File: config.mk
export PLATFORM = sky130hd
export DESIGN_NAME = multicycle_alu
export DESIGN_NICKNAME = d
export VERILOG_FILES = /design/src/rtl/multicycle_alu.sv
export SDC_FILE = /design/constraint.sdc
export NUM_CORES = 1
export LEC_CHECK = 0
export CORE_MARGIN = 2
export CORE_UTILIZATION = 34
export DETAILED_ROUTE_END_ITERATION = 12
export SLEW_MARGIN = 20
export SYNTH_ARGS = -nofsm -noshare
export SYNTH_HDL_FRONTEND = slang
export SYNTH_SLANG_ARGS = --single-unit
File: constraint.sdc
create_clock -name clk -period 8.1 [get_ports clk]
set_clock_uncertainty 0.1 [all_clocks]
set_input_delay 1.215 -clock clk [delete_from_list [all_inputs] [get_ports clk]]
set_output_delay 1.215 -clock clk [all_outputs]
set_load 0.005 [all_outputs]
File: src/rtl/multicycle_alu.sv
// Multicycle RV32I ALU: single-cycle logic/arith/compare ops, shifts done one bit per cycle.
// Latency: 1 cycle for non-shift ops and zero-length shifts, shamt+1 cycles for shifts.
// Backpressure: start is only accepted in IDLE; busy covers SHIFT and DONE, start is ignored there.
module multicycle_alu #(
   parameter int DATA_WIDTH = 32
) (
   input  logic                  clk,
   input  logic                  reset,
   input  logic                  start,
   input  logic [3:0]            operation,
   input  logic [DATA_WIDTH-1:0] src_a,
   input  logic [DATA_WIDTH-1:0] src_b,
   output logic                  busy,
   output logic                  done,
   output logic [DATA_WIDTH-1:0] alu_result,
   output logic                  zero
);

   localparam int SHAMT_W = $clog2(DATA_WIDTH);

   localparam logic [3:0] OP_AND = 4'b0000;
   localparam logic [3:0] OP_OR  = 4'b0001;
   localparam logic [3:0] OP_ADD = 4'b0010;
   localparam logic [3:0] OP_XOR = 4'b0011;
   localparam logic [3:0] OP_SLL = 4'b0100;
   localparam logic [3:0] OP_SRL = 4'b0101;
   localparam logic [3:0] OP_SUB = 4'b0110;
   localparam logic [3:0] OP_SRA = 4'b0111;
   localparam logic [3:0] OP_BEQ = 4'b1000;
   localparam logic [3:0] OP_BNE = 4'b1001;
   localparam logic [3:0] OP_BLT = 4'b1010;
   localparam logic [3:0] OP_BGE = 4'b1011;
   localparam logic [3:0] OP_SLT = 4'b1100;

   typedef enum logic [1:0] {
      S_IDLE  = 2'd0,
      S_SHIFT = 2'd1,
      S_DONE  = 2'd2
   } state_t;

   state_t                state_q, state_d;
   logic [3:0]            op_q, op_d;
   logic [DATA_WIDTH-1:0] acc_q, acc_d;
   logic [SHAMT_W-1:0]    cnt_q, cnt_d;
   logic [DATA_WIDTH-1:0] result_q, result_d;
   logic                  zero_q, zero_d;

   logic [DATA_WIDTH-1:0] calc_res;
   logic [DATA_WIDTH-1:0] shift_step;
   logic [SHAMT_W-1:0]    shamt;
   logic                  is_shift;
   logic                  lt_signed;

   assign shamt     = src_b[SHAMT_W-1:0];
   assign is_shift  = (operation == OP_SLL) || (operation == OP_SRL) || (operation == OP_SRA);
   assign lt_signed = $signed(src_a) < $signed(src_b);

   // Single-cycle result from the live inputs; a shift here only covers shamt==0, which returns A.
   always_comb begin
      calc_res = '0;
      case (operation)
         OP_AND:  calc_res = src_a & src_b;
         OP_OR:   calc_res = src_a | src_b;
         OP_ADD:  calc_res = src_a + src_b;
         OP_XOR:  calc_res = src_a ^ src_b;
         OP_SUB:  calc_res = src_a - src_b;
         OP_SLL,
         OP_SRL,
         OP_SRA:  calc_res = src_a;
         OP_SLT,
         OP_BLT:  calc_res = {{(DATA_WIDTH-1){1'b0}}, lt_signed};
         OP_BGE:  calc_res = {{(DATA_WIDTH-1){1'b0}}, ~lt_signed};
         OP_BEQ:  calc_res = {{(DATA_WIDTH-1){1'b0}}, (src_a == src_b)};
         OP_BNE:  calc_res = {{(DATA_WIDTH-1){1'b0}}, (src_a != src_b)};
         default: calc_res = '0;
      endcase
   end

   // One-bit shift of the accumulator according to the latched opcode.
   always_comb begin
      shift_step = acc_q;
      case (op_q)
         OP_SLL:  shift_step = {acc_q[DATA_WIDTH-2:0], 1'b0};
         OP_SRL:  shift_step = {1'b0, acc_q[DATA_WIDTH-1:1]};
         OP_SRA:  shift_step = {acc_q[DATA_WIDTH-1], acc_q[DATA_WIDTH-1:1]};
         default: shift_step = acc_q;
      endcase
   end

   // Next-state logic: accept in IDLE, iterate in SHIFT, one-cycle DONE pulse back to IDLE.
   always_comb begin
      state_d  = state_q;
      op_d     = op_q;
      acc_d    = acc_q;
      cnt_d    = cnt_q;
      result_d = result_q;
      zero_d   = zero_q;
      case (state_q)
         S_IDLE: begin
            if (start) begin
               op_d  = operation;
               acc_d = src_a;
               if (is_shift && (shamt != '0)) begin
                  cnt_d   = shamt;
                  state_d = S_SHIFT;
               end else begin
                  result_d = calc_res;
                  zero_d   = (calc_res == '0);
                  state_d  = S_DONE;
               end
            end
         end
         S_SHIFT: begin
            acc_d = shift_step;
            cnt_d = cnt_q - SHAMT_W'(1);
            if (cnt_q == SHAMT_W'(1)) begin
               result_d = shift_step;
               zero_d   = (shift_step == '0);
               state_d  = S_DONE;
            end
         end
         S_DONE:  state_d = S_IDLE;
         default: state_d = S_IDLE;
      endcase
   end

   // State and datapath registers; reset abandons any operation in flight.
   always_ff @(posedge clk or posedge reset) begin
      if (reset) begin
         state_q  <= S_IDLE;
         op_q     <= '0;
         acc_q    <= '0;
         cnt_q    <= '0;
         result_q <= '0;
         zero_q   <= 1'b1;
      end else begin
         state_q  <= state_d;
         op_q     <= op_d;
         acc_q    <= acc_d;
         cnt_q    <= cnt_d;
         result_q <= result_d;
         zero_q   <= zero_d;
      end
   end

   assign busy       = (state_q != S_IDLE);
   assign done       = (state_q == S_DONE);
   assign alu_result = result_q;
   assign zero       = zero_q;

endmodule

Word-level counts from Yosys, hierarchy flattened. Cells that the tools add are included. W data, S select, Z words.

Output and inout port bits: 35. Bits in registers: 76. Logic and storage cells: 74.

$lt $le $gt $ge: 1. Reduce and logical (&&, ||, !) cells: 17. Bitwise gates (word level): 4. $add $sub $neg: 3. Muxes and demuxes: 19. Equality and inequality tests: 24.

Operators by type and width (count): $pmux W32 S10 (1); $mux W32 (4); $pmux W32 S2 (2); $pmux W32 S3 (1); $logic_not A32 Y1 (2); $add A32 B32 Y32 (1); $and A32 B32 Y32 (1); $eq A32 B32 Y1 (1); $lt A32 B32 Y1 (1); $ne A32 B32 Y1 (1); $or A32 B32 Y32 (1); $sub A32 B32 Y32 (1); $xor A32 B32 Y32 (1); $eq A4 B3 Y1 const B (7); $eq A4 B4 Y1 const B (5); $mux W5 (2); $pmux W5 S2 (1); $eq A4 B2 Y1 const B (2); $ne A2 B2 Y1 const B (4); $mux W2 (3); $reduce_and A2 Y1 (3); $eq A5 B1 Y1 const B (1); $reduce_bool A5 Y1 (1); $sub A5 B1 Y5 const B (1); other kinds (16) (20).

Depth between registers and ports, before layout.
Depth in word-level cells: 7. Gate-level depth with buffers: 14.

Least setup slack after synthesis. Ideal clock, no wire load.

Path kind: input to register. From: input src_a[0]. To: register zero_q (netlist: zero). Cell stages on the path: 14. Setup time: 0.097 ns. Data arrival time: 4.512 ns. Setup slack: 3.390 ns. Buffers on the path: 0. Cell sequence: ha_1 inv_1 fa_1 nand3b_1 a2111oi_4 o21ai_2 a31oi_4 o31ai_2 a21oi_1 a31oi_1 a211o_1 or4_1 or4_1 o41ai_2.

Word-level cells in the longest chain between the ends: 7.

Ends and longest elaborated chain: start: declaration (RTL line 11) `input logic [DATA_WIDTH-1:0] src_a,`; $lt A32 B32 Y1 (RTL line 56) `assign lt_signed = $signed(src_a) < $signed(src_b);`; $not A1 Y1 (RTL line 72) `OP_BGE: calc_res = {{(DATA_WIDTH-1){1'b0}}, ~lt_signed};`; $pmux W32 S10 (*) (RTL line 61) `case (operation)`; $logic_not A32 Y1 (*) (RTL line 108) `zero_d = (calc_res == '0);`; $mux W1 (*) (RTL line 103) `if (is_shift && (shamt != '0)) begin`; $mux W1 (*) (RTL line 100) `if (start) begin`; $pmux W1 S2 (*) (RTL line 98) `case (state_q)`; end signal: assignment (RTL line 142) `zero_q <= zero_d;`; end: declaration (RTL line 46) `logic zero_q, zero_d;`.

Mark *: on every way between the ends. The rest lies on a longest branch, timed or not. The select of a mux whose other input is x is not followed. A chain may end at the register's enable or synchronous reset.

Final worst setup path.
From: input operation[2]. To: register zero_q (netlist: zero).

Word-level cells in the longest chain between the ends: 7.

Ends and longest elaborated chain: start: declaration (RTL line 10) `input logic [3:0] operation,`; $eq A4 B3 Y1 / $eq A4 B4 Y1 (equally long branches) (RTL line 55, 61); $reduce_or A3 Y1 / $reduce_or A2 Y1 (equally long branches) (RTL line 61); $pmux W32 S10 (RTL line 61); $logic_not A32 Y1 (RTL line 108); $mux W1 (RTL line 103); $mux W1 (RTL line 100); $pmux W1 S2 (RTL line 98).

Several ways; a longest one is shown, not always the timed one. The select of a mux whose other input is x is not followed.

==> metrics.txt <==
# TYPE chip_impl_metric gauge
chip_impl_metric{name="final_nets",unit=""} 1606
chip_impl_info{name="reg2reg_launch_point",value="state_q[0]"} 1
chip_impl_metric{name="setup_tns",unit="ps"} 0
chip_impl_metric{name="drt_pre_antenna_iters",unit=""} 8
chip_impl_metric{name="worst_ep_arrival_time",unit="ps"} 6260
chip_impl_metric{name="maxClockFrequency",unit="MHz"} 164
chip_impl_info{name="startpoint_type",value="primary input"} 1
chip_impl_metric{name="yosysSeqAreaShare",unit=""} 0.185
chip_impl_metric{name="hold_violations",unit=""} 0
chip_impl_metric{name="netlist_area",unit="µm²"} 10300
chip_impl_metric{name="area_fraction_of_the_dominant_cell_type_after_synthesis",unit=""} 0.183
chip_impl_info{name="critPathKind",value="primary input to flip-flop"} 1
chip_impl_info{name="clock-root-buffer",value="clkbuf_16"} 1
chip_impl_metric{name="clk_sinks",unit=""} 76
chip_impl_metric{name="power_leakage",unit="nW"} 5.09
chip_impl_metric{name="mapped_avg_cell_area",unit="µm²"} 7.48
chip_impl_metric{name="io_buffer_count",unit=""} 105
chip_impl_metric{name="post_route_cells_drive_above_1_share",unit=""} 0.0735
chip_impl_metric{name="die-area",unit="µm²"} 31600
chip_impl_metric{name="dieHeight",unit="µm"} 178
chip_impl_info{name="ys_dominant_reg_cell",value="dfrtp_1"} 1
chip_impl_metric{name="route.detailed.wl_per_inst",unit="µm"} 23.1
chip_impl_metric{name="synth-simple-area-share",unit=""} 0.201
chip_impl_metric{name="timing_worst_slew_pin_value",unit="ps"} 971
chip_impl_metric{name="die-width",unit="µm"} 178
chip_impl_metric{name="synth_warnings",unit=""} 0
chip_impl_metric{name="final.fill_count",unit=""} 3069
chip_impl_metric{name="clk_latency",unit="ps"} 340
chip_impl_metric{name="period_needed",unit="ps"} 6100
chip_impl_metric{name="final-max-slew-violation-count",unit=""} 0
chip_impl_metric{name="peakVddDrop",unit="V"} 0.000141
chip_impl_metric{name="multiplexer_fraction_of_the_synthesized_cell_area",unit=""} 0.0289
chip_impl_info{name="synth_commonest_cells",value="127 x nand2_1, 119 x inv_1, 110 x ha_1"} 1
chip_impl_metric{name="fin_hold_ws",unit="ps"} 404
chip_impl_metric{name="synth_enable_flop_cells",unit=""} 0
chip_impl_metric{name="core-area",unit="µm²"} 29700
chip_impl_metric{name="first_iter_violations",unit=""} 1363
chip_impl_metric{name="antenna_violating_nets_post_route",unit=""} 0
chip_impl_metric{name="arithmetic_cell_share_of_the_synthesized_area_counting_full_adders_half_adders_and_majority_gates",unit=""} 0.138
chip_impl_metric{name="routed_wirelength",unit="µm"} 42000
chip_impl_info{name="synth_top_family_by_area",value="compound AO/OA/AOI/OAI gates"} 1
chip_impl_metric{name="dr_total_vias",unit=""} 11400
chip_impl_metric{name="cts-buffers-inserted",unit=""} 9
chip_impl_metric{name="netlist-cell-type-count",unit=""} 100
chip_impl_info{name="critPathCaptureType",value="flip-flop"} 1
chip_impl_metric{name="cts.repair.resized",unit=""} 0
chip_impl_metric{name="area_growth_syn_to_layout",unit="%"} 16.8
chip_impl_metric{name="postCtsSetupRepairBufs",unit=""} 0
chip_impl_metric{name="async_flop_share",unit=""} 1.00
chip_impl_metric{name="final-seq-area",unit="µm²"} 1900
chip_impl_metric{name="global_route_wire_length_before_repair",unit="µm"} 63900
chip_impl_metric{name="max_cap_viol_count",unit=""} 0
chip_impl_metric{name="mappedNetlistNets",unit=""} 1555
chip_impl_info{name="cts_tree",value="built"} 1
chip_impl_metric{name="post-dp-hpwl",unit="µm"} 32200
chip_impl_info{name="cell_with_the_most_instances_after_synthesis",value="nand2_1"} 1
chip_impl_metric{name="ys_ff_latch",unit=""} 76
chip_impl_metric{name="multi_input_comb_area",unit="µm²"} 7590
chip_impl_metric{name="clock_tree.buffer_depth",unit=""} 2
chip_impl_metric{name="floorplan.rows",unit=""} 63
chip_impl_metric{name="weighted_congestion_at_the_end_of_routability_driven_global_placement",unit=""} 1.02
chip_impl_metric{name="vias_per_cell",unit=""} 6.29
chip_impl_metric{name="p_per_area",unit="nW/µm²"} 215
chip_impl_info{name="hold_path.class",value="flip-flop to flip-flop"} 1
chip_impl_metric{name="timing.critical_path.required",unit="ps"} 8250
chip_impl_metric{name="grt_start_max_net_pins",unit=""} 77
chip_impl_metric{name="overflow",unit=""} 0
chip_impl_metric{name="postCtsHoldBufs",unit=""} 0
chip_impl_metric{name="synthesis.instances",unit=""} 1372
chip_impl_info{name="holdCritStartpoint",value="alu_result[9]"} 1
chip_impl_metric{name="grt_pass1_vias",unit=""} 10700
chip_impl_info{name="cp-startpoint",value="operation[2]"} 1
chip_impl_metric{name="grt_antenna_before_repair",unit=""} 0
chip_impl_metric{name="final.period_utilization",unit=""} 0.754
chip_impl_metric{name="final-setup-viol-count",unit=""} 0
chip_impl_metric{name="cts_h_tree_lvls",unit=""} 3
chip_impl_metric{name="insertedDiodeCount",unit=""} 0
chip_impl_metric{name="post-route-drc-count",unit=""} 0
chip_impl_info{name="netlist_top_cells_area",value="dfrtp_1 18%, ha_1 13%, a21oi_1 5.1%"} 1
chip_impl_metric{name="cts.reportedPaths.clkPinSlew",unit="ps"} 60
chip_impl_info{name="library_cell_occupying_the_most_area_in_the_post_synthesis_netlist",value="dfrtp_1"} 1
chip_impl_metric{name="initial_utilization",unit=""} 0.346
chip_impl_metric{name="synth_compound_gate_area_share",unit=""} 0.359
chip_impl_metric{name="timing.critical_path.fanout_max",unit=""} 19
chip_impl_metric{name="groute.usage.overall",unit=""} 0.263
chip_impl_info{name="rsz_0062_raised_after_global_routing",value="no"} 1
chip_impl_info{name="outcome",value="completed"} 1
chip_impl_metric{name="num_io_pins",unit=""} 106
chip_impl_metric{name="timing.max_slew.rel_slack",unit=""} 0.351
chip_impl_metric{name="synth_xor_xnor_area_share",unit=""} 0.00682
[path summary, 6_finish.rpt]
| path | slack, ps | depth (start not counted) | to |
|---|---|---|---|
| max | 2000 | 14 | zero |
| min | 400 | 1 | alu_result[9] |
| max reg2reg | 3990 | 10 | zero |
| min reg2reg | 400 | 1 | alu_result[9] |
| max in group asynchronous | 6080 | 4 | zero |
| min in group asynchronous | 1170 | 3 | alu_result[5] |
[worst max-delay path: stages]
cell and delay, ps:
clkdlybuf4s50_1 1080, buf_4 380, nand4bb_1 460, buf_4 360, nand2_1 80, or4b_1 530
nor4b_1 340, a21o_1 190, a21boi_1 160, o32ai_1 200, nor4b_1 310, nand4_1 140
or4_1 440, o41ai_2 340
[layer usage]
layer,routed length (µm),global-route usage
met3,2630,0.0311
met2,19100,0.429
met1,17900,0.344
met5,0,0
met4,2440,0.126
[sequential cells by signal, summed over array words and instances, names as in the netlist]
signal,flops
acc_q,32
alu_result,32
cnt_q,5
op_q,4
state_q,2
zero,1
[report_power, final]
group / leakage, nW / internal [mW] / total [mW] / switching [mW]
Combinational: 4.05 / 0.600 / 1.44 / 0.840
Sequential: 0.901 / 0.565 / 0.732 / 0.167
Clock: 0.146 / 0.248 / 0.412 / 0.164
[cells by family after synthesis]
group | Yosys count
muxes | 27
buffers and inverters | 210
AOI/OAI and AO/OA | 517
xor gates and xnor gates | 8
DFF | 76
adders and majority gates | 112
and+or+nand+nor | 422
[per-stage QoR]
stage                     instance area (µm²)  instances  utilization  total power [mW]  worst slack, ps
after floorplan                         10300       1372            -              1.57             3390
after global placement                  11700       1801        0.392              2.14             1820
after detailed placement                11700       1801        0.392              2.14             1810
after CTS                               12000       1817        0.403              2.57             2160
after global routing                    12000       1818        0.404              2.78             1860
final                                   12000       1818        0.404              2.58             2000
[layout by cell type, fill, tap and decap left out, types with 11 or more instances in the layout]
master	instances
a211oi_1	17
a21o_1	17
a21oi_1	105
a221oi_1	12
a222oi_1	23
a22oi_1	50
a31oi_1	18
buf_4	24
clkdlybuf4s50_1	105
dfrtp_1	75
ha_1	110
inv_1	118
mux2_2	11
mux2i_1	15
nand2_1	127
nand2b_1	14
nand3_1	36
nand4_1	19
nor2_1	98
nor2b_1	22
nor3_1	26
nor4_1	15
o211ai_1	15
o21ai_0	101
o21bai_1	14
o31ai_1	13
[cell type report]
class / instances / share of cell area
clock inverter: 5 / 0.00501
clock buffer: 11 / 0.0202
tap: 390 / 0.0407
inverter: 120 / 0.0376
timing repair buffer: 130 / 0.105
sequential: 76 / 0.159
multi-input combinational: 1086 / 0.633
Note: power is estimated with default switching activity, not from simulation.
